## src/rtl/note_spi_pkg.sv

```systemverilog
// Shared definitions for the note SPI link: frame layout and transmitter states,
// used by the transmitter, the note receiver and their benches.
package note_spi_pkg;

    localparam int FRAME_BITS = 24;
    localparam int TUNE_BITS  = 16;
    localparam int VOL_BITS   = 8;

    typedef enum logic [2:0] {
        IDLE,
        SETUP,
        LOW,
        HIGH,
        HOLD,
        GAP
    } tx_state_t;

    function automatic int max4(input int a, input int b, input int c, input int d);
        int m;
        m = a;
        if (b > m) m = b;
        if (c > m) m = c;
        if (d > m) m = d;
        return m;
    endfunction

endpackage

```

## src/rtl/note_spi_tx_phase_timer.sv

```systemverilog
// Loadable down-counter that times every interval of the SPI transmitter FSM.
// Loading N makes expire assert in the N-th cycle after the load edge.
module spi_phase_timer #(
    parameter int W = 3
) (
    input  logic         clk,
    input  logic         reset,
    input  logic         load,
    input  logic [W-1:0] load_value,
    output logic         expire
);

    logic [W-1:0] count;

    always_ff @(posedge clk) begin
        if (reset) begin
            count <= '0;
        end else if (load) begin
            count <= load_value;
        end else if (count != '0) begin
            count <= count - W'(1);
        end
    end

    assign expire = (count == W'(1));

endmodule

```

## src/rtl/note_spi_tx.sv

```systemverilog
// SPI mode-0 master that sends one 24-bit note frame (tuneWord then volume, MSB first)
// with an active-high chipSelect; all outputs are registered.
module note_spi_tx
    import note_spi_pkg::*;
#(
    parameter int CLK_DIV  = 4,
    parameter int CS_SETUP = 2,
    parameter int CS_HOLD  = 2,
    parameter int GAP      = 4
) (
    input  logic                 clk,
    input  logic                 reset,
    input  logic                 valid,
    input  logic [TUNE_BITS-1:0] tuneWordIn,
    input  logic [VOL_BITS-1:0]  volumeIn,
    output logic                 ready,
    output logic                 chipSelect,
    output logic                 sck,
    output logic                 sdi,
    output logic                 done
);

    localparam int CNT_W = $clog2(max4(CLK_DIV, CS_SETUP, CS_HOLD, GAP) + 1);

    tx_state_t              state;
    tx_state_t              state_next;
    logic [FRAME_BITS-1:0]  shift;
    logic [FRAME_BITS-1:0]  shift_next;
    logic [4:0]             bit_cnt;
    logic [4:0]             bit_cnt_next;
    logic                   timer_load;
    logic [CNT_W-1:0]       timer_value;
    logic                   expire;
    logic                   ready_next;
    logic                   cs_next;
    logic                   sck_next;
    logic                   sdi_next;
    logic                   done_next;

    spi_phase_timer #(.W(CNT_W)) phase_timer (
        .clk        (clk),
        .reset      (reset),
        .load       (timer_load),
        .load_value (timer_value),
        .expire     (expire)
    );

    always_ff @(posedge clk) begin
        if (reset) begin
            state   <= IDLE;
            shift   <= '0;
            bit_cnt <= '0;
        end else begin
            state   <= state_next;
            shift   <= shift_next;
            bit_cnt <= bit_cnt_next;
        end
    end

    always_comb begin
        state_next = state;
        case (state)
            IDLE:              if (valid && ready) state_next = SETUP;
            SETUP:             if (expire) state_next = HIGH;
            HIGH:              if (expire) state_next = (bit_cnt == 5'(FRAME_BITS)) ? HOLD : LOW;
            LOW:               if (expire) state_next = HIGH;
            HOLD:              if (expire) state_next = note_spi_pkg::GAP;
            note_spi_pkg::GAP: if (expire) state_next = IDLE;
            default:           state_next = IDLE;
        endcase
    end

    // Every state change restarts the timer with the length of the interval being entered.
    assign timer_load = (state_next != state);

    always_comb begin
        case (state_next)
            SETUP:             timer_value = CNT_W'(CS_SETUP);
            HIGH, LOW:         timer_value = CNT_W'(CLK_DIV);
            HOLD:              timer_value = CNT_W'(CS_HOLD);
            note_spi_pkg::GAP: timer_value = CNT_W'(GAP);
            default:           timer_value = '0;
        endcase
    end

    always_comb begin
        shift_next   = shift;
        bit_cnt_next = bit_cnt;
        if (state == IDLE && state_next == SETUP) begin
            shift_next   = {tuneWordIn, volumeIn};
            bit_cnt_next = '0;
        end else if (state == HIGH && state_next == LOW) begin
            shift_next = shift << 1;
        end
        if (state_next == HIGH && state != HIGH) begin
            bit_cnt_next = bit_cnt + 5'd1;
        end
    end

    // Outputs are decoded from the upcoming state so they register in step with it.
    always_comb begin
        ready_next = (state_next == IDLE);
        cs_next    = state_next inside {SETUP, LOW, HIGH, HOLD};
        sck_next   = (state_next == HIGH);
        sdi_next   = cs_next ? shift_next[FRAME_BITS-1] : 1'b0;
        done_next  = (state == HOLD) && (state_next == note_spi_pkg::GAP);
    end

    always_ff @(posedge clk) begin
        if (reset) begin
            ready      <= 1'b1;
            chipSelect <= 1'b0;
            sck        <= 1'b0;
            sdi        <= 1'b0;
            done       <= 1'b0;
        end else begin
            ready      <= ready_next;
            chipSelect <= cs_next;
            sck        <= sck_next;
            sdi        <= sdi_next;
            done       <= done_next;
        end
    end

endmodule

```

## config.mk

```make
export PLATFORM = sky130hd
export DESIGN_NAME = note_spi_tx
export DESIGN_NICKNAME = d
export VERILOG_FILES = /design/src/rtl/note_spi_pkg.sv /design/src/rtl/note_spi_tx_phase_timer.sv /design/src/rtl/note_spi_tx.sv
export SDC_FILE = /design/constraint.sdc
export NUM_CORES = 1
export LEC_CHECK = 0
export BUFFER_PORTS_ARGS = -buffer_cell sky130_fd_sc_hd__buf_2
export CAP_MARGIN = 30
export CORE_ASPECT_RATIO = 0.75
export CORE_MARGIN = 8
export CORE_UTILIZATION = 50
export CTS_CLUSTER_DIAMETER = 120
export CTS_CLUSTER_SIZE = 40
export DETAILED_ROUTE_END_ITERATION = 8
export HOLD_SLACK_MARGIN = 0.02
export PLACE_DENSITY_LB_ADDON = 0.3
export SLEW_MARGIN = 10
export SYNTH_ARGS = -nofsm -noshare
export SYNTH_HDL_FRONTEND = slang
export SYNTH_SLANG_ARGS = --single-unit
```

## constraint.sdc

```tcl
create_clock -name clk -period 2.17 [get_ports clk]
set_clock_uncertainty 0.05 [all_clocks]
set_input_delay 0.1085 -clock clk [delete_from_list [all_inputs] [get_ports clk]]
set_output_delay 0.1085 -clock clk [all_outputs]
set_load 0.01 [all_outputs]
```

==> metrics.cfg, run 1 <==
[status]
outcome=finished, final reports clean

[synth]
synth_top_area_share=0.4040
syn_avg_cell_area_um2=10.49
syn_nets=221
synth_edf_count=0
yosysTopAreaCell=dfxtp_1
ys_async_sr_fraction=0
synth_seq_area_share=0.4040
yosys_warnings=0
yosys-top-cells-area=dfxtp_1 (40%), mux2i_1 (12%), o2bb2ai_1 (7.5%)
synth_cells=189
synth_seq_cells=40
synth.distinct_cells=47
syn_area_um2=1982
synthFlopType=dfxtp_1

[drt]
totalWireLength_um=4227
postRouteAntennaNets=0
vias=1581
via_per_inst=5.323
detail_route.wl_per_cell_um=14.23
drt_iter0_markers=125
drc=0
drt_first_pass_iters=4

[power]
vdd_ir_drop_max_v=0.0005830
p_clk_frac=0.311
p_sw_mw=0.6091
combPwrFrac=0.273
switching_share=0.2888
internal_power_mw=1.500
power.total_mw=2.109
seqPwrFrac=0.416
powerDensity_nw_per_um2=839.1
p_leak_nw=1.152

[setup_path]
r2r_slack_ns=0.32
r2r-end=shift[14]$_SDFFE_PP0P_
path_cells=nand2_1 -> or4_1 -> nand2b_2 -> buf_12 -> o2bb2ai_1
cp.required_ns=2.30
worst_path_max_delay_cell=or4_1
crit_arrival_ns=1.98
ff2ff_path_depth=5
slowest_delay_ns=0.64
cp_top_family=simple AND/OR/NAND/NOR gates
critical_path_class=reg -> reg
critPathMaxFanout=17
worst-path-buf-inv=1
r2r-start=ready$_SDFF_PP1_
critPathCaptureType=flip-flop
start_kind=flip-flop

[sta]
setup-violations-final=0
drv_slew=0
maxSlewHeadroom=0.6462
finalCritPeriodShare=0.8545
tightestPinTransition_ns=0.5259
rsz0062_at_grt=no
holdWs_ns=0.1195
max_freq_ghz=0.5393
min_period_ns=1.854
hold_viol_final=0
tns_ns=0

[layout]
diodes=0
drive_above_1_share=0.2449
fillers=317
layout.nets=276
syn_to_final_growth_pct=26.83
multiInputGateArea_um2=1052
area.sequential_um2=800.8

[min_path]
min_to=phase_timer.count[1]$_SDFFE_PP0P_
hp-start=valid
holdPathStages=3
hp-class=in -> reg

[global_route]
antenna_found_initial=0
overflow=0
grt_max_degree=23
first_global_vias=1537
grt_first_pass_wirelength_um=7113
track_usage=0.1437

[clocking]
postCtsSetupBuffers=0
clkSinkCount=40
clk_pin_slew_worst_paths_ns=0.08
root_buffer=clkbuf_8
clk_latency_ns=0.29
cts_max_level=2
cts_buffers=5
cts_tree=built
cts_buffer_depth=2

[floorplanning]
initial_core_util=0.5310
die_y_um=70.53
die_x_um=88.70
ioPinCount=32
fp-row-count=19
core_area_um2=3732
die_area_um2=6256

[place]
hpwlAfterDp_um=2823
io_buffers=31
gp_routability_congestion=0.8996

[run]
cap_viol_max_count=0

## how the worst max path moves through the flow
stage | slack, ns | start | to | cells past startpoint
floorplan | 0.57 | phase_timer.count[1]$_SDFFE_PP0P_ | shift[10]$_SDFFE_PP0P_ | 7
global placement | 0.40 | phase_timer.count[1]$_SDFFE_PP0P_ | phase_timer.count[2]$_SDFFE_PP0P_ | 6
detailed placement | 0.35 | ready$_SDFF_PP1_ | shift[14]$_SDFFE_PP0P_ | 5
CTS | 0.32 | ready$_SDFF_PP1_ | shift[14]$_SDFFE_PP0P_ | 5
global route | 0.22 | ready$_SDFF_PP1_ | shift[9]$_SDFFE_PP0P_ | 5
finish | 0.32 | ready$_SDFF_PP1_ | shift[14]$_SDFFE_PP0P_ | 5
## cells in the final DEF, fill, tap and decap left out, types with 2 or more instances in the layout
cell,Yosys,layout
a21o_1,2,2
a21oi_1,9,9
and2_1,3,3
and3_1,2,2
buf_2,1,31
buf_4,5,6
clkbuf_8,0,7
dfxtp_1,40,40
dlygate4sd3_1,0,23
ha_1,5,5
inv_1,5,5
mux2i_1,23,23
nand2_1,9,9
nand2b_1,2,2
nand3_1,4,4
nand4_1,2,2
nor2_1,12,12
nor2b_1,2,2
nor3_1,5,5
nor4_1,3,3
o2bb2ai_1,17,17
o2bb2ai_2,5,5
xnor2_1,2,2
xor2_1,2,2
## worst min-delay path, cell delays in order
cell and delay, ns:
buf_2 0.09, a31oi_1 0.09, o32ai_1 0.11
## cells in the mapped netlist (all sizes together) (3+ instances only)
cell     instances
ha               5
and2             3
o2bb2ai         22
xor2             3
nor2            13
nand2b           3
buf             11
nor3             5
mux2i           23
nand3            4
inv              5
nand2            9
dfxtp           40
nor4             3
a21oi            9
## registers in the layout (all words and copies together) (netlist names)
| register | cells |
|---|---|
| bit_cnt | 5 |
| chipSelect | 1 |
| done | 1 |
| phase_timer.count | 3 |
| ready | 1 |
| sck | 1 |
| sdi | 1 |
| shift | 24 |
| state | 3 |
## layout make-up
| type | instances | area share |
|---|---|---|
| clock buffer | 7 | 0.03833 |
| tap | 52 | 0.02588 |
| sequential | 40 | 0.3186 |
| clock inverter | 1 | 0.01195 |
| inverter | 5 | 0.007466 |
| timing repair buffer | 61 | 0.1792 |
| multi-input combinational | 131 | 0.4186 |
## layer usage
layer,share of wire,vias up,global-route usage
met5,0,-,0
met4,0.020,0,0.06916
met3,0.051,8,0.03505
met2,0.44,46,0.2126
met1,0.49,728,0.1884
li1,-,799,-
## kinds of logic after synthesis
kind of cell / count (synthesis) / share of synthesized area
XOR/XNOR: 5 / 0.02589
buffers and inverters: 18 / 0.06502
AO/OA/AOI/OAI: 42 / 0.1825
adder cells (fa/ha/maj): 5 / 0.03157
multiplexers: 25 / 0.1275
flip-flops: 40 / 0.4040
AND/OR/NAND/NOR: 54 / 0.1635
## stage by stage
stage / utilization / cell area [µm²] / std cells / setup WS [ns]
finish: 0.6735 / 2514 / 297 / 0.3158
global route: 0.6735 / 2514 / 297 / 0.2204
CTS: 0.6735 / 2514 / 297 / 0.3224
detailed placement: 0.5779 / 2157 / 266 / 0.3452
global placement: 0.5779 / 2157 / 266 / 0.4016
floorplan: - / 1982 / 189 / 0.5697
## power groups by stage
stage                     registers [mW]  logic, mW  clock network, mW
after floorplan                    0.888      0.439                  0
after CTS                          0.877      0.574              0.671
after global routing               0.888      0.646              0.703
final                              0.877      0.577              0.655
after detailed placement           0.894      0.539                  0
after global placement             0.891      0.534                  0
## repair_timing
| item | 4_1_cts | 5_1_grt |
|---|---|---|
| endpoints found under the hold margin | 23 | 0 |
| resized for setup | 0 | 0 |
| endpoints found under the setup margin | 0 | 0 |
| hold buffers | 23 | 0 |
Note: power is estimated with default switching activity, not from simulation.
==> run 2, diff against run 1 <==
--- a/config.mk
+++ b/config.mk
@@ -7,9 +7,11 @@
 export LEC_CHECK = 0
 export BUFFER_PORTS_ARGS = -buffer_cell sky130_fd_sc_hd__buf_2
 export CAP_MARGIN = 30
+export CELL_PAD_IN_SITES_DETAIL_PLACEMENT = 0
+export CELL_PAD_IN_SITES_GLOBAL_PLACEMENT = 1
 export CORE_ASPECT_RATIO = 0.75
 export CORE_MARGIN = 8
-export CORE_UTILIZATION = 50
+export CORE_UTILIZATION = 39
 export CTS_CLUSTER_DIAMETER = 120
 export CTS_CLUSTER_SIZE = 40
 export DETAILED_ROUTE_END_ITERATION = 8
==> constraint.sdc (replaced) <==
create_clock -name clk -period 1.5 [get_ports clk]
set_clock_uncertainty 0.05 [all_clocks]
set_input_delay 0.075 -clock clk [delete_from_list [all_inputs] [get_ports clk]]
set_output_delay 0.075 -clock clk [all_outputs]
set_load 0.01 [all_outputs]
==> run 2 against run 1 <==
- the run now ends with setup timing left
- first-iteration DRC count decreased by 45%
- wire length increased by 11%
- worst setup slack got worse by 0.43 ns
- non-clock buffer count increased by 37
- cell area increased by 20%
- die area increased by 22%
- core utilization decreased by 5.9 points
- register-to-register slack got worse by 0.43 ns
- sequential power increased by 47%
- sequential share of layout area decreased by 5.0 points
- final cell count increased by 15%
- critical endpoint is now phase_timer.count[1]$_SDFFE_PP0P_
- largest power group unchanged
==> metrics.cfg, run 2 (same netlist as run 1, synthesis figures left out) <==
[drt]
drt-met1-wl_um=2433  ; +17%
detail_route.wl_per_cell_um=13.76  ; -3.3%
wl_met3_um=170  ; -21%
top_layer=met4
drc=0  ; unchanged
vias=1677  ; +6.1%
postRouteAntennaNets=0  ; unchanged
wl_met2_um=2040  ; +11%
drt_iter0_markers=69  ; -45%
drt_first_pass_iters=4  ; unchanged
via_per_inst=4.918  ; -7.6%
totalWireLength_um=4693  ; +11%

[setup_path]
slowest_delay_ns=0.39  ; -0.25 ns
crit_arrival_ns=1.77  ; -0.21 ns
r2r-start=phase_timer.count[1]$_SDFFE_PP0P_
crit_path_start=phase_timer.count[1]$_SDFFE_PP0P_
critical_path_class=reg -> reg
critPathCaptureType=flip-flop
worst_path_max_delay_cell=o32a_1
critPathMaxFanout=4  ; -13
cp.required_ns=1.65  ; -0.65 ns
path_cells=inv_2 -> ha_4 -> nor2b_2 -> o32a_1 -> buf_4 -> o32ai_1
start_kind=flip-flop

[power]
vdd_ir_drop_max_v=0.0006751  ; +16%
switching_share=0.3136  ; +0.02482
internal_power_mw=2.241  ; +49%
powerDensity_nw_per_um2=1083  ; +29%
seqPwrFrac=0.396  ; -0.020
p_clk_frac=0.210  ; -0.101
p_sw_mw=1.024  ; +68%
combPwrFrac=0.393  ; +0.120
p_leak_nw=1.439  ; +25%

[min_path]
hp-start=valid
hp-class=in -> reg

[place]
placed_area_um2=2486  ; +15%
io_buffers=31  ; unchanged
hpwlAfterDp_um=3259  ; +15%
gp_routability_congestion=0.7896  ; -12%

[clocking]
root_buffer=clkbuf_8
cts_tree=built
clk_latency_ns=0.29  ; about the same
cts_buffer_depth=2  ; unchanged
clk_pin_slew_worst_paths_ns=0.08  ; about the same
cts_buffers=5  ; unchanged
cts_max_level=2  ; unchanged
clkSinkCount=40  ; unchanged

[sta]
setup-violations-final=30  ; +30
finalCritPeriodShare=1.078  ; +0.2239
rsz0062_at_grt=yes
drv_slew=0  ; unchanged
max_freq_ghz=0.6182  ; +15%
fin_ws_ns=-0.1175  ; -0.4333 ns
maxSlewHeadroom=0.8328  ; +0.1867
hold_viol_final=0  ; unchanged
tightestPinTransition_ns=0.2486  ; -0.2773 ns
min_period_ns=1.617  ; -0.2367 ns

[layout]
largest_register=shift
largest_reg_flops=24  ; unchanged
postLayoutCellArea_um2=3013  ; +20%
diodes=0  ; unchanged
largestRegisters=shift (24), bit_cnt (5)
syn_to_final_growth_pct=52.02
fin_util=0.6149  ; -0.05857
mostFrequentLayoutCells=dfxtp_1 (33), buf_2 (31), buf_4 (31)
final_common_cell=dfxtp_1
layout.nets=313  ; +13%
drive_above_1_share=0.4484  ; +0.2035

[floorplanning]
fp-row-count=22  ; +3
die_area_um2=7643  ; +22%
die_y_um=77.74  ; +10%
initial_core_util=0.4045  ; -0.1265
core_area_um2=4900  ; +31%
ioPinCount=32  ; unchanged
die_x_um=98.32  ; +11%

[global_route]
track_usage=0.1212  ; -0.02245
overflow=0  ; unchanged
antenna_found_initial=0  ; unchanged
grt_max_degree=16  ; -30%
grt_first_pass_wirelength_um=7652  ; +7.6%
first_global_vias=1699  ; +11%

[run]
cap_viol_max_count=0  ; unchanged

[status]
failed_checks=setup timing
outcome=finished with violations

-- run 2: power by group through the flow --
stage / Clock (mW) / Sequential [mW] / Combinational [mW]
6_report: 0.686 / 1.29 / 1.28
5_1_grt: 0.743 / 1.31 / 1.40
4_1_cts: 0.704 / 1.29 / 1.17
3_5_place_dp: 0 / 1.30 / 1.07
3_3_place_gp: 0 / 1.30 / 1.07
2_1_floorplan: 0 / 1.30 / 0.683
-- run 2: per-layer routing --
layer,global-route usage,vias to the layer above
li1,-,873
met1,0.1625,770
met2,0.1836,27
met3,0.03209,7
met4,0.04122,0
met5,0,-
-- run 2: final timing paths --
check	end	slack (ns)	cells after the start
setup / recovery	phase_timer.count[1]$_SDFFE_PP0P_	-0.12	6
hold / removal	phase_timer.count[1]$_SDFFE_PP0P_	0.05	3
setup reg to reg	phase_timer.count[1]$_SDFFE_PP0P_	-0.12	6
hold reg to reg	shift[0]$_SDFFE_PP0P_	0.45	2
-- run 2: layout make-up --
type                       instances  area (µm²)
fill                             400        1887
clock inverter                     1       5.005
inverter                           5       18.77
tap                               60       75.07
sequential                        40       809.5
clock buffer                       6       72.57
timing repair buffer              98       833.3
multi-input combinational        131        1199
-- run 2: per-stage QoR --
stage	power (mW)	worst slack [ns]	setup TNS, ns	cells	hold WS [ns]
floorplan	1.982	-0.003810	-0.007620	189	0.1016
global placement	2.369	-0.1439	-0.8717	303	0.2265
detailed placement	2.369	-0.1397	-1.299	303	0.2288
CTS	3.155	-0.06743	-1.078	335	0.04393
global route	3.457	-0.1609	-3.517	341	0.05165
finish	3.264	-0.1175	-1.382	341	0.05295
-- run 2: timing repair --
action / in CTS / in global routing
gates cloned: 0 / 1
setup endpoints to repair: 29 / 34
resized for setup: 16 / 18
endpoints found under the hold margin: 26 / 0
pin swaps: 11 / 8
buffers inserted: 1 / 5
hold buffers: 24 / 0
-- run 2: worst max-delay path, delay by kind of cell (launching register included) --
family,cells,cell delay (ns)
compound gates,2,0.62
flops,1,0.34
buf+inv,2,0.20
simple gates,1,0.17
fa+ha+maj,1,0.15
